[src/rtl/vending_ctrl.sv]
// vending_ctrl: coin vending controller with synchronised, edge-detected buttons and coins.
// Optional refund path (X_button, change, change_valid, REFUND state) enabled by defining VM_REFUND_EN.

module vending_ctrl_sync (
    input  logic clk,
    input  logic rst,
    input  logic en,
    input  logic din,
    output logic ev
);
    logic s1, s2, prev;

    always_ff @(posedge clk or negedge rst) begin
        if (!rst) begin
            s1   <= 1'b0;
            s2   <= 1'b0;
            prev <= 1'b0;
            ev   <= 1'b0;
        end else begin
            s1   <= din;
            s2   <= s1;
            prev <= s2;
            // en holds events off until prev reflects real input, so a level held across reset is not an edge
            ev   <= en & s2 & ~prev;
        end
    end
endmodule

module vending_ctrl #(
    parameter int                          N_ITEMS     = 5,
    parameter int                          CREDIT_W    = 7,
    parameter int                          MAX_CREDIT  = 99,
    parameter logic [N_ITEMS*CREDIT_W-1:0] PRICES      = {7'd8, 7'd10, 7'd6, 7'd5, 7'd7},
    parameter int                          DENY_CYCLES = 4
) (
    input  logic                clk,
    input  logic                rst,
    input  logic                L_button,
    input  logic                R_button,
    input  logic                C_button,
    input  logic [3:0]          switch,
`ifdef VM_REFUND_EN
    input  logic                X_button,
`endif
    output logic [2:0]          sel,
    output logic [CREDIT_W-1:0] price,
    output logic [CREDIT_W-1:0] credit,
    output logic [N_ITEMS-1:0]  afford,
    output logic                vend,
    output logic [2:0]          vend_item,
`ifdef VM_REFUND_EN
    output logic [CREDIT_W-1:0] change,
    output logic                change_valid,
`endif
    output logic                deny
);
    localparam int TW  = CREDIT_W + 2;
    localparam int DCW = (DENY_CYCLES > 2) ? $clog2(DENY_CYCLES) : 1;
    localparam logic [2:0] LAST_SEL = 3'(N_ITEMS - 1);

    localparam logic [2:0] S_IDLE   = 3'd0;
    localparam logic [2:0] S_CREDIT = 3'd1;
    localparam logic [2:0] S_VEND   = 3'd2;
    localparam logic [2:0] S_DENY   = 3'd3;
`ifdef VM_REFUND_EN
    localparam logic [2:0] S_REFUND = 3'd4;
    localparam int N_IN = 8;
`else
    localparam int N_IN = 7;
`endif

    logic [2:0]          state, state_nxt;
    logic [DCW-1:0]      deny_cnt, cnt_nxt;
    logic [2:0]          sel_nxt, item_nxt;
    logic [CREDIT_W-1:0] credit_nxt;
    logic [TW-1:0]       coin_sum, base, total;
    logic [2:0]          vld_pipe;
    logic [N_IN-1:0]     in_raw, in_ev;
    logic [3:0]          coin_ev;
    logic                l_ev, r_ev, c_ev, nav_ok;
`ifdef VM_REFUND_EN
    logic                x_ev, cv_nxt;
    logic [CREDIT_W-1:0] change_nxt;

    assign in_raw = {X_button, C_button, R_button, L_button, switch};
    assign x_ev   = in_ev[7];
`else
    assign in_raw = {C_button, R_button, L_button, switch};
`endif

    assign coin_ev = in_ev[3:0];
    assign l_ev    = in_ev[4];
    assign r_ev    = in_ev[5];
    assign c_ev    = in_ev[6];

    for (genvar g = 0; g < N_IN; g++) begin : g_sync
        vending_ctrl_sync u_sync (
            .clk (clk),
            .rst (rst),
            .en  (vld_pipe[2]),
            .din (in_raw[g]),
            .ev  (in_ev[g])
        );
    end

    always_comb begin
        coin_sum = '0;
        if (coin_ev[0]) coin_sum = coin_sum + TW'(1);
        if (coin_ev[1]) coin_sum = coin_sum + TW'(5);
        if (coin_ev[2]) coin_sum = coin_sum + TW'(10);
        if (coin_ev[3]) coin_sum = coin_sum + TW'(20);
    end

    always_comb begin
        price = '0;
        for (int i = 0; i < N_ITEMS; i++) begin
            if (sel == 3'(i)) price = PRICES[i*CREDIT_W +: CREDIT_W];
            afford[i] = (credit >= PRICES[i*CREDIT_W +: CREDIT_W]);
        end
    end

    assign vend   = (state == S_VEND);
    assign deny   = (state == S_DENY);
    assign nav_ok = (state == S_IDLE) || (state == S_CREDIT);

    always_comb begin
        sel_nxt = sel;
        if (nav_ok && (l_ev ^ r_ev)) begin
            if (r_ev) sel_nxt = (sel == LAST_SEL) ? 3'd0 : sel + 3'd1;
            else      sel_nxt = (sel == 3'd0) ? LAST_SEL : sel - 3'd1;
        end
    end

    always_comb begin
        state_nxt = state;
        cnt_nxt   = deny_cnt;
        item_nxt  = vend_item;
        base      = TW'(credit);
`ifdef VM_REFUND_EN
        change_nxt = '0;
        cv_nxt     = 1'b0;
`endif
        case (state)
            S_IDLE: begin
                if (c_ev) begin
                    state_nxt = S_DENY;
                    cnt_nxt   = '0;
                end else if (coin_sum != '0) begin
                    state_nxt = S_CREDIT;
                end
            end
            S_CREDIT: begin
`ifdef VM_REFUND_EN
                if (x_ev) begin
                    state_nxt  = S_REFUND;
                    change_nxt = credit;
                    cv_nxt     = 1'b1;
                    base       = '0;
                end else
`endif
                if (c_ev) begin
                    // purchase is judged on the pre-coin credit; same-cycle coins land after the deduction
                    if (credit >= price) begin
                        base      = TW'(credit - price);
                        state_nxt = S_VEND;
                        item_nxt  = sel;
                    end else begin
                        state_nxt = S_DENY;
                        cnt_nxt   = '0;
                    end
                end
            end
            S_VEND: state_nxt = S_IDLE;
            S_DENY: begin
                if (deny_cnt == DCW'(DENY_CYCLES - 1)) state_nxt = S_CREDIT;
                else                                   cnt_nxt   = deny_cnt + 1'b1;
            end
`ifdef VM_REFUND_EN
            S_REFUND: state_nxt = S_IDLE;
`endif
            default: state_nxt = S_IDLE;
        endcase

        total = base + coin_sum;
        if (total > TW'(MAX_CREDIT)) begin
            credit_nxt = CREDIT_W'(MAX_CREDIT);
`ifdef VM_REFUND_EN
            change_nxt = CREDIT_W'(total - TW'(MAX_CREDIT));
            cv_nxt     = 1'b1;
`endif
        end else begin
            credit_nxt = total[CREDIT_W-1:0];
        end

        if (state == S_VEND) state_nxt = (credit_nxt != '0) ? S_CREDIT : S_IDLE;
`ifdef VM_REFUND_EN
        if (state == S_REFUND) state_nxt = (credit_nxt != '0) ? S_CREDIT : S_IDLE;
`endif
    end

    always_ff @(posedge clk or negedge rst) begin
        if (!rst) begin
            state     <= S_IDLE;
            credit    <= '0;
            sel       <= '0;
            vend_item <= '0;
            deny_cnt  <= '0;
            vld_pipe  <= '0;
`ifdef VM_REFUND_EN
            change       <= '0;
            change_valid <= 1'b0;
`endif
        end else begin
            state     <= state_nxt;
            credit    <= credit_nxt;
            sel       <= sel_nxt;
            vend_item <= item_nxt;
            deny_cnt  <= cnt_nxt;
            vld_pipe  <= {vld_pipe[1:0], 1'b1};
`ifdef VM_REFUND_EN
            change       <= change_nxt;
            change_valid <= cv_nxt;
`endif
        end
    end
endmodule

[config.mk]
export PLATFORM = sky130hd
export DESIGN_NAME = vending_ctrl
export DESIGN_NICKNAME = d
export VERILOG_FILES = /design/src/rtl/vending_ctrl.sv
export SDC_FILE = /design/constraint.sdc
export NUM_CORES = 1
export LEC_CHECK = 0
export CAP_MARGIN = 25
export CELL_PAD_IN_SITES_DETAIL_PLACEMENT = 0
export CELL_PAD_IN_SITES_GLOBAL_PLACEMENT = 2
export CORE_MARGIN = 8
export CORE_UTILIZATION = 31
export DETAILED_ROUTE_END_ITERATION = 16
export GPL_ROUTABILITY_DRIVEN = 0
export MAX_ROUTING_LAYER = met4
export PLACE_DENSITY = 0.79
export SYNTH_ARGS = -nofsm -noshare
export SYNTH_HDL_FRONTEND = slang
export SYNTH_SLANG_ARGS = --single-unit
[constraint.sdc]
create_clock -name clk -period 4.59 [get_ports clk]
set_clock_uncertainty 0.2 [all_clocks]
set_input_delay 0.459 -clock clk [delete_from_list [all_inputs] [get_ports clk]]
set_output_delay 0.459 -clock clk [all_outputs]
set_load 0.01 [all_outputs]
## After elaboration in Yosys (flattened, before gate mapping)

Index checks and enable logic that the tools add are counted.

| word-level totals | value |
|---|---|
| output and inout port bits | 27 |
| logic and storage cells | 125 |
| flip-flop bits (word level) | 49 |

| operators by class | value |
|---|---|
| muxes and demuxes | 29 |
| magnitude comparators | 7 |
| equality and inequality tests | 15 |
| bitwise logic cells | 22 |
| reductions and logical operators | 10 |
| $add $sub $neg | 8 |

Operators by type and width:

| operator | count |
|---|---|
| 9-bit two-way mux | 6 |
| 7-bit two-way mux | 5 |
| 3-bit two-way mux | 9 |
| 7-bit by 3-bit >= comparator with 1-bit output (second input constant) | 3 |
| 1-bit AND | 14 |
| 7-bit by 4-bit >= comparator with 1-bit output (second input constant) | 2 |
| 3-bit by 2-bit == test with 1-bit output (second input constant) | 4 |
| 9-bit by 3-bit adder with 9-bit output (second input constant) | 1 |
| 9-bit by 4-bit adder with 9-bit output (second input constant) | 1 |
| 9-bit by 5-bit adder with 9-bit output (second input constant) | 1 |
| 9-bit adder | 1 |
| 9-bit by 7-bit > comparator with 1-bit output (second input constant) | 1 |
| 3-bit case mux with 3 select lines | 1 |
| 9-bit nonzero test | 1 |
| 2-bit two-way mux | 4 |
| 7-bit by 7-bit subtractor with 8-bit output | 1 |
| 7-bit >= comparator | 1 |
| 1-bit inverter | 7 |
| 7-bit nonzero test | 1 |
| 3-bit by 1-bit == test with 1-bit output (second input constant) | 2 |
| 3-bit zero test | 2 |
| 3-bit by 2-bit inequality test with 1-bit output (second input constant) | 2 |
| 2-bit case mux with 3 select lines | 1 |
| 3-bit AND reduction | 2 |
| 14 further kinds | 18 |

## Depth between registers and ports, before layout

Gate-level depths: netlist of the first run.

| depth | value |
|---|---|
| depth in word-level cells | 16 |
| depth in mapped cells | 24 |
| gate-level depth less buffers | 23 |

## Hierarchy

From an unflattened synthesis of the first run, not the netlist that was laid out.

| unflattened totals | value |
|---|---|
| cells, all modules | 245 |
| area total of the unflattened synthesis | 2662.6 um2 |

Modules (own cells, without submodules):

| module | area an instance (um2) | times used | cells an instance |
|---|---|---|---|
| vending_ctrl | 1900.6 | 1 | 210 |
| vending_ctrl_sync | 108.9 | 7 | 5 |

## Worst setup path after synthesis of the first run

OpenSTA, ideal clock, no wires.

| path | value |
|---|---|
| path type | register to register |
| from | reg sel[0] |
| to | reg credit[0] |
| path slack | -510 ps |
| arrival | 4781 ps |
| path buffers | 1 |
| library setup time | 120 ps |
| data required time | 4270 ps |
| clock period less this slack | 5100 ps |
| stages on the path, launching flop included | 25 |
| path through | dfrtp_1 -> ha_1 -> ha_1 -> nor2_1 -> o21ai_0 -> nor2_1 -> ha_1 -> inv_1 -> fa_1 -> a21o_1 -> a211oi_1 -> nand2_1 -> nand2_1 -> buf_2 -> nand2_1 -> o21ai_0 -> ha_1 -> inv_1 -> fa_1 -> nand2b_1 -> a21oi_1 -> xnor2_1 -> o311a_1 -> a211o_1 -> a31o_1 |

| on the way | value |
|---|---|
| longest elaborated chain between the ends | 13 |

Ends and longest elaborated chain:

| item | RTL line | RTL |
|---|---|---|
| start: declaration | 45 | `output logic [2:0] sel,` |
| start signal: assignment | 216 | `sel <= sel_nxt;` |
| 3-bit zero test | 117 | `if (sel == 3'(i)) price = PRICES[i*CREDIT_W +: CREDIT_W];` |
| 3-bit two-way mux | 117 |  |
| 7-bit two-way mux (3 in a row) | 117 |  |
| 7-bit two-way mux * | 117 |  |
| named net price[0] | 46 | `output logic [CREDIT_W-1:0] price,` |
| 7-bit by 7-bit subtractor with 8-bit output or 7-bit >= comparator (tied branches) | 164, 163 |  |
| 9-bit two-way mux * | 163 | `if (credit >= price) begin` |
| 9-bit two-way mux * | 161 | `if (c_ev) begin` |
| 9-bit two-way mux * | 143 | `case (state)` |
| 9-bit adder * | 184 | `total = base + coin_sum;` |
| 9-bit by 7-bit > comparator with 1-bit output | 185 | `if (total > TW'(MAX_CREDIT)) begin` |
| 7-bit two-way mux * | 185 |  |
| named net credit_nxt[0] | 75 | `logic [CREDIT_W-1:0] credit_nxt;` |
| end signal: assignment | 215 | `credit <= credit_nxt;` |
| end: declaration | 47 | `output logic [CREDIT_W-1:0] credit,` |

Mark *: on every way through the listed nets, which the timed path passes. The rest lies on a longest branch.
A chain may end at the register's enable or synchronous reset.

## Final worst setup path of the first run

| path | value |
|---|---|
| from | reg sel[0] |
| to | reg credit[1] |

| on the way | value |
|---|---|
| longest elaborated chain between the ends | 13 |

Ends and longest elaborated chain:

| item | RTL line |
|---|---|
| 3-bit zero test | 117 |
| 3-bit two-way mux | 117 |
| 7-bit two-way mux (3 in a row) | 117 |
| 7-bit two-way mux * | 117 |
| 7-bit by 7-bit subtractor with 8-bit output or 7-bit >= comparator (tied branches) | 164, 163 |
| 9-bit two-way mux * | 163 |
| 9-bit two-way mux * | 161 |
| 9-bit two-way mux * | 143 |
| 9-bit adder * | 184 |
| 9-bit by 7-bit > comparator with 1-bit output | 185 |
| 7-bit two-way mux * | 185 |
| named net credit_nxt[1] | 75 |

Marked as above.

==> impl_metrics.json, run 1 <==
{
  "reg2reg_depth": 21,
  "period_needed_ns": 4.63,
  "tightest_slew_ns": 0.812,
  "power_density_nw_per_um2": 683,
  "drv_slew": 0,
  "sw_frac_of_total_pct": 39.7,
  "antenna_found_initial": 0,
  "path_buf_inv": 3,
  "cp_slowest_cell": "dfrtp_1",
  "highest_layer": "met4",
  "ir_worst_vdd_uv": 194,
  "synth_ff_type": "dfrtp_1",
  "avgViaCountPerCell": 4.75,
  "r2r-start": "sel[0]$_DFFE_PN0P_",
  "wl_mm": 6.38,
  "hpwl_mm": 4.52,
  "cts_buffers": 5,
  "yosysSeqAreaShare_pct": 45.5,
  "ioPinCount": 36,
  "setup_slack_ns": -0.0419,
  "leakage_uw": 0.00167,
  "final_hold_viol_count": 0,
  "holdBufCountCts": 0,
  "path_delay_family": "compound AO/OA/AOI/OAI gates",
  "dr.pass1.iters": 4,
  "cts-htree-levels": 2,
  "post-place-cells": 419,
  "holdWs_ns": 0.0405,
  "p_total_uw": 2550,
  "route.vias.total": 2149,
  "hold_path.class": "in2async",
  "io_buffers": 32,
  "path_cells": "ha_2 -> ha_4 -> nor2_4 -> o21ai_2 -> nor2_2 -> ha_2 -> inv_2 -> fa_2 -> a21o_1 -> a211oi_4 -> buf_4 -> a21oi_4 -> mux2i_2 -> inv_1 -> ha_1 -> a21o_1 -> a21oi_2 -> xnor2_1 -> o311a_1 -> a211o_1 -> a31o_1",
  "cts_tree": "done",
  "synth_warnings": 0,
  "max_stage_delay_ns": 0.41,
  "power.internal_uw": 1540,
  "clk_latency_ns": 0.30,
  "setup_viol": 2,
  "syn_inst": 259,
  "r2r-end": "credit[1]$_DFF_PN0_",
  "cp.arrival_ns": 4.63,
  "area_growth_pct": 41.6,
  "die_h_um": 108,
  "clockPowerShare_pct": 14.4,
  "num_rows": 33,
  "ant_nets": 0,
  "syn_area_um2": 2640,
  "ys_ff_latch": 48,
  "grt_setup_unrepaired": "yes",
  "synth_enable_flop_cells": 0,
  "dpl_cell_area_um2": 3310,
  "clk_path_buf_depth": 2,
  "dr_wl_met3_um": 345,
  "cp-start-kind": "flop",
  "share_comb_of_total_power_pct": 62.0,
  "antenna_cells": 0,
  "drc": 0,
  "fmax_mhz": 216,
  "layout-drive-gt1-share_pct": 27.7,
  "final_cells": 452,
  "required_ns": 4.59,
  "grt_pass1_wl_mm": 10.7,
  "crit_fanout": 5,
  "synth.top_cell.area_share_pct": 45.5,
  "cts_root_buf": "clkbuf_8",
  "syn_area_per_cell_um2": 10.2,
  "synth.distinct_cells": 50,
  "synthArstFlopShare_pct": 100,
  "initial_core_util_pct": 32.1,
  "dieArea_um2": 11700,
  "grt_pass1_vias": 2274,
  "seqPwrFrac_pct": 23.6,
  "fin_util_pct": 45.4,
  "design_area_um2": 3730,
  "status": "finished, violations left",
  "synth.area.top_cells": "dfrtp_1, ha_1, nand2_1",
  "slew_headroom_pct": 45.5,
  "wire_per_inst_um": 14.1,
  "crit_type": "reg2reg",
  "synth_top_cell_by_area": "dfrtp_1",
  "wl_met1_mm": 2.85,
  "route.met2.wl_mm": 3.01,
  "power.net_switching_uw": 1010,
  "violations": "negative setup slack",
  "reg2reg_slack_ns": -0.04,
  "clock_sinks": 48,
  "end_kind": "flop",
  "clkSlewWorstSetupHoldPaths_ns": 0.09,
  "max_cap_viol_count": 0,
  "drt_iter0_markers": 115,
  "grt-ovfl-total": 0,
  "final_nets": 380,
  "core_area_um2": 8220,
  "grtUsageTotal_pct": 11.7,
  "min_period_over_period_pct": 101,
  "fp.dieW_um": 108,
  "grt_max_degree": 49
}
==> logic make-up (layout without fill, tap and decap cells) <==
family	after synthesis	count (layout)	share of synthesized area [%]
AND/OR/NAND/NOR	80	80	15.3
AO/OA/AOI/OAI	57	57	14.7
flip-flops	48	48	45.5
buffers and inverters	26	112	4.32
adder cells (fa/ha/maj)	25	25	12.4
XOR/XNOR	14	14	4.65
multiplexers	7	7	2.75
other	2	4	0.285
==> sequential cells by signal, indices dropped and copies added, names as in the netlist <==
name and flops:
sel 3, g_sync.u_sync.ev 7, g_sync.u_sync.s1 7, g_sync.u_sync.s2 7
vend_item 3, deny_cnt 2, vld_pipe 3, g_sync.u_sync.prev 7
state 2, credit 7
==> layer usage <==
metal  global-route usage (%)  vias up
met5                        -        -
met4                     4.66        0
met3                     2.26       14
met2                     18.4       54
met1                     14.4     1018
li1                         -     1063
==> synth_stat cells (2+ instances only) <==
cell and n:
nor2_1 18, nand2b_1 3, o2bb2ai_1 2, mux2i_1 5, and2_1 3, o211ai_1 2
fa_1 2, nand3b_1 3, inv_1 20, o21ai_0 16, a31oi_1 4, xnor2_1 9
nor4_1 7, nand3_1 5, a21oi_1 8, buf_4 4, mux2_2 2, a31o_1 2
xor2_1 5, ha_1 23, dfrtp_1 48, nand2_1 26, conb_1 2, or2_2 2
o31ai_1 4, nor3_1 3, o21a_1 2, nor2b_1 3, a21o_1 5
==> final cells by class <==
cell class / count / area [um^2]
Fill cell: 771 / 4480
Multi-Input combinational cell: 187 / 1480
Sequential cell: 48 / 1200
Timing Repair Buffer: 84 / 709
Tap cell: 105 / 131
Inverter: 20 / 75.1
Clock buffer: 5 / 68.8
Clock inverter: 3 / 68.8
==> worst register-to-register path, delay by kind of cell (launching register included) <==
kind / cells / cell delay, ns
simple gates: 2 / 0.22
compound gates: 9 / 1.87
mux: 1 / 0.25
fa+ha+maj: 5 / 1.19
flops: 1 / 0.41
buf+inv: 3 / 0.28
xor+xnor: 1 / 0.11
==> cells in the final DEF (no fill, tap or decap), types with 7 or more instances in the layout <==
cell,instances
nand2_1,23
nor2_1,16
dfrtp_1,48
ha_1,19
clkdlybuf4s50_1,31
xnor2_1,9
buf_4,51
inv_1,18
nor4_1,7
o21ai_0,12
==> repair_timing <==
item                       4_1_cts  5_1_grt
cloned                           0        0
pin swaps                        9       15
setup buffers                   19        9
resized for setup                4       16
setup endpoints to repair        7       10
==> worst max path at each step <==
stage | cells after the start | startpoint | end
2_1_floorplan | 24 | sel[1]$_DFFE_PN0P_ | credit[0]$_DFF_PN0_
3_3_place_gp | 21 | sel[0]$_DFFE_PN0P_ | credit[0]$_DFF_PN0_
3_5_place_dp | 21 | sel[0]$_DFFE_PN0P_ | credit[0]$_DFF_PN0_
4_1_cts | 28 | sel[0]$_DFFE_PN0P_ | deny_cnt[0]$_DFFE_PN0P_
5_1_grt | 23 | sel[0]$_DFFE_PN0P_ | credit[1]$_DFF_PN0_
6_report | 21 | sel[0]$_DFFE_PN0P_ | credit[1]$_DFF_PN0_
==> power groups by stage <==
stage / registers, uW / clock network, uW / logic [uW]
floorplan: 610 / 0 / 796
global placement: 608 / 0 / 1330
detailed placement: 611 / 0 / 1330
CTS: 602 / 380 / 1450
global route: 617 / 396 / 1730
finish: 602 / 368 / 1580
==> stage by stage <==
step / worst slack (ns) / setup TNS [ns]
2_1_floorplan: -0.145 / -0.552
3_3_place_gp: -0.0531 / -0.178
3_5_place_dp: -0.141 / -0.616
4_1_cts: 0.00238 / 0
5_1_grt: -0.261 / -1.59
6_report: -0.0419 / -0.0533
Note: power is estimated with default switching activity, not from simulation.
==> run 2, diff against run 1 <==
--- a/config.mk
+++ b/config.mk
@@ -14,6 +14,7 @@
 export GPL_ROUTABILITY_DRIVEN = 0
 export MAX_ROUTING_LAYER = met4
 export PLACE_DENSITY = 0.79
+export REMOVE_ABC_BUFFERS = 1
 export SYNTH_ARGS = -nofsm -noshare
 export SYNTH_HDL_FRONTEND = slang
 export SYNTH_SLANG_ARGS = --single-unit
==> run 2 against run 1 <==
The flow still finishes with violations (negative setup slack). Sequential share of layout area about the same. Die area unchanged. Global-route usage is 1.2 points lower. Worst hold slack gained 0.11 ns. First-iteration DRC count is 52% lower. Sequential cell count did not move. Cell count shrank 0.22%. Combinational power barely moved. Routed wire length shrank 5.8%. Maximum frequency shrank 0.46%. Worst setup slack worse by 0.021 ns. Critical endpoint is now credit[0]$_DFF_PN0_. Highest routed layer unchanged.
==> impl_metrics.json, run 2 (synthesis gave the netlist of run 1 again) <==
{
  "status": "finished, violations left",
  "violations": "negative setup slack",
  "final_nets": 379,
  "r2r-end": "credit[0]$_DFF_PN0_",
  "design_area_um2": 3730,
  "die_h_um": 108,
  "cts_buffers": 5,
  "max_cap_viol_count": 0,
  "clk_latency_ns": 0.30,
  "multi_input_area_um2": 1470,
  "setup_slack_ns": -0.0634,
  "cts_tree": "done",
  "crit_fanout": 5,
  "grt_setup_unrepaired": "yes",
  "initial_core_util_pct": 32.1,
  "post-place-cells": 435,
  "cts_root_buf": "clkbuf_8",
  "hold_path.class": "reg2reg",
  "ir_worst_vdd_uv": 236,
  "dr.pass1.iters": 4,
  "grt-ovfl-total": 0,
  "ant_nets": 0,
  "dpl_cell_area_um2": 3390,
  "core_area_um2": 8220,
  "whs_path_depth": 0,
  "r2r-start": "sel[0]$_DFFE_PN0P_",
  "power_density_nw_per_um2": 675,
  "reg2reg_slack_ns": -0.06,
  "avgViaCountPerCell": 4.64,
  "hpwl_mm": 4.64,
  "slew_headroom_pct": 52.9,
  "fp.dieW_um": 108,
  "cp.arrival_ns": 4.64,
  "antenna_cells": 0,
  "required_ns": 4.58,
  "final_cells": 451,
  "area_growth_pct": 41.6,
  "fmax_mhz": 215,
  "grt_pass1_vias": 2089,
  "grtUsageTotal_pct": 10.5,
  "nFillCells": 785,
  "io_buffers": 32,
  "dieArea_um2": 11700,
  "min_period_over_period_pct": 101,
  "end_kind": "flop",
  "cp-start-kind": "flop",
  "ioPinCount": 36,
  "setup_viol": 4,
  "layout-drive-gt1-share_pct": 27.7,
  "leakage_uw": 0.00168,
  "path_cells": "ha_2 -> ha_4 -> nor2_4 -> o21ai_1 -> nor2_1 -> ha_2 -> inv_2 -> fa_2 -> a21o_1 -> a211oi_4 -> a21oi_2 -> buf_4 -> mux2i_2 -> inv_1 -> ha_1 -> a21o_1 -> a21oi_2 -> xnor2_1 -> o311a_1 -> a211o_1 -> a31o_1",
  "crit_type": "reg2reg",
  "drv_slew": 0,
  "holdPathEnd": "g_sync[5].u_sync.s2$_DFF_PN0_",
  "route.vias.total": 2094,
  "antenna_found_initial": 0,
  "clkSlewWorstSetupHoldPaths_ns": 0.10,
  "drc": 0,
  "period_needed_ns": 4.65,
  "grt_pass1_wl_mm": 9.63,
  "drt_iter0_markers": 55,
  "num_rows": 33,
  "reg2reg_depth": 21,
  "setup_tns_ns": -0.199,
  "min_from": "g_sync[5].u_sync.s1$_DFF_PN0_",
  "mostFrequentLayoutCells": "dfrtp_1, buf_4, clkdlybuf4s50_1",
  "max_stage_delay_ns": 0.40,
  "cp_slowest_cell": "dfrtp_1",
  "tightest_slew_ns": 0.700,
  "clk_path_buf_depth": 2,
  "clock_sinks": 48,
  "wire_per_inst_um": 13.3,
  "grt_max_degree": 38,
  "regArea_um2": 1200,
  "cts-htree-levels": 2,
  "final_hold_viol_count": 0,
  "wl_mm": 6.01
}
## run 2: per-stage QoR
| stage | hold WS, ns | total power (uW) | setup slack [ns] | util [%] |
|---|---|---|---|---|
| after CTS | 0.157 | 2470 | -0.0239 | 44.7 |
| after detailed placement | 0.135 | 2000 | -0.319 | 41.2 |
| after floorplan | -0.0366 | 1330 | -0.489 | - |
| final | 0.154 | 2520 | -0.0634 | 45.5 |
| after global routing | 0.164 | 2710 | -0.288 | 45.5 |
| after global placement | 0.131 | 1990 | -0.231 | 41.0 |
## run 2: worst max-delay path, delay by kind of cell (launching register included)
family | cells | cell delay, ns
DFF | 1 | 0.40
adders and majority gates | 5 | 1.18
xor gates and xnor gates | 1 | 0.09
and+or+nand+nor | 2 | 0.23
AOI/OAI and AO/OA | 9 | 1.94
muxes | 1 | 0.21
buffers and inverters | 3 | 0.29
## run 2: worst max path at each step
stage,startpoint,end,slack [ns],cells after the start
floorplan,sel[0]$_DFFE_PN0P_,credit[0]$_DFF_PN0_,-0.49,23
CTS,sel[0]$_DFFE_PN0P_,credit[0]$_DFF_PN0_,-0.02,23
global route,sel[0]$_DFFE_PN0P_,credit[1]$_DFF_PN0_,-0.29,23
global placement,sel[0]$_DFFE_PN0P_,credit[1]$_DFF_PN0_,-0.23,21
detailed placement,sel[0]$_DFFE_PN0P_,credit[3]$_DFF_PN0_,-0.32,21
finish,sel[0]$_DFFE_PN0P_,credit[0]$_DFF_PN0_,-0.06,21
## run 2: metal layers
| metal | global-route usage [%] | share of wire [%] | up-vias |
|---|---|---|---|
| met5 | - | 0 | - |
| met2 | 17.2 | 46 | 37 |
| met1 | 13.0 | 49 | 992 |
| li1 | - | - | 1063 |
| met3 | 2.32 | 3.6 | 2 |
| met4 | 2.08 | 0.42 | 0 |
## run 2: repair_timing
| action | CTS | global route |
|---|---|---|
| endpoints found under the setup margin | 8 | 8 |
| pin swaps | 11 | 17 |
| buffers inserted | 5 | 2 |
| hold endpoints to repair | 11 | 0 |
| resized for setup | 29 | 11 |
| hold buffers | 1 | 0 |
## run 2: area by class of cell
cell class	count	area share [%]
Multi-Input combinational cell	187	39.4
Clock inverter	3	1.84
Clock buffer	5	1.84
Tap cell	105	3.52
Sequential cell	48	32.2
Inverter	20	2.01
Timing Repair Buffer	83	19.2
## run 2: power breakdown
group,internal (uW),switching [uW]
logic,817,742
registers,506,90.6
clock network,219,146
total,1540,978
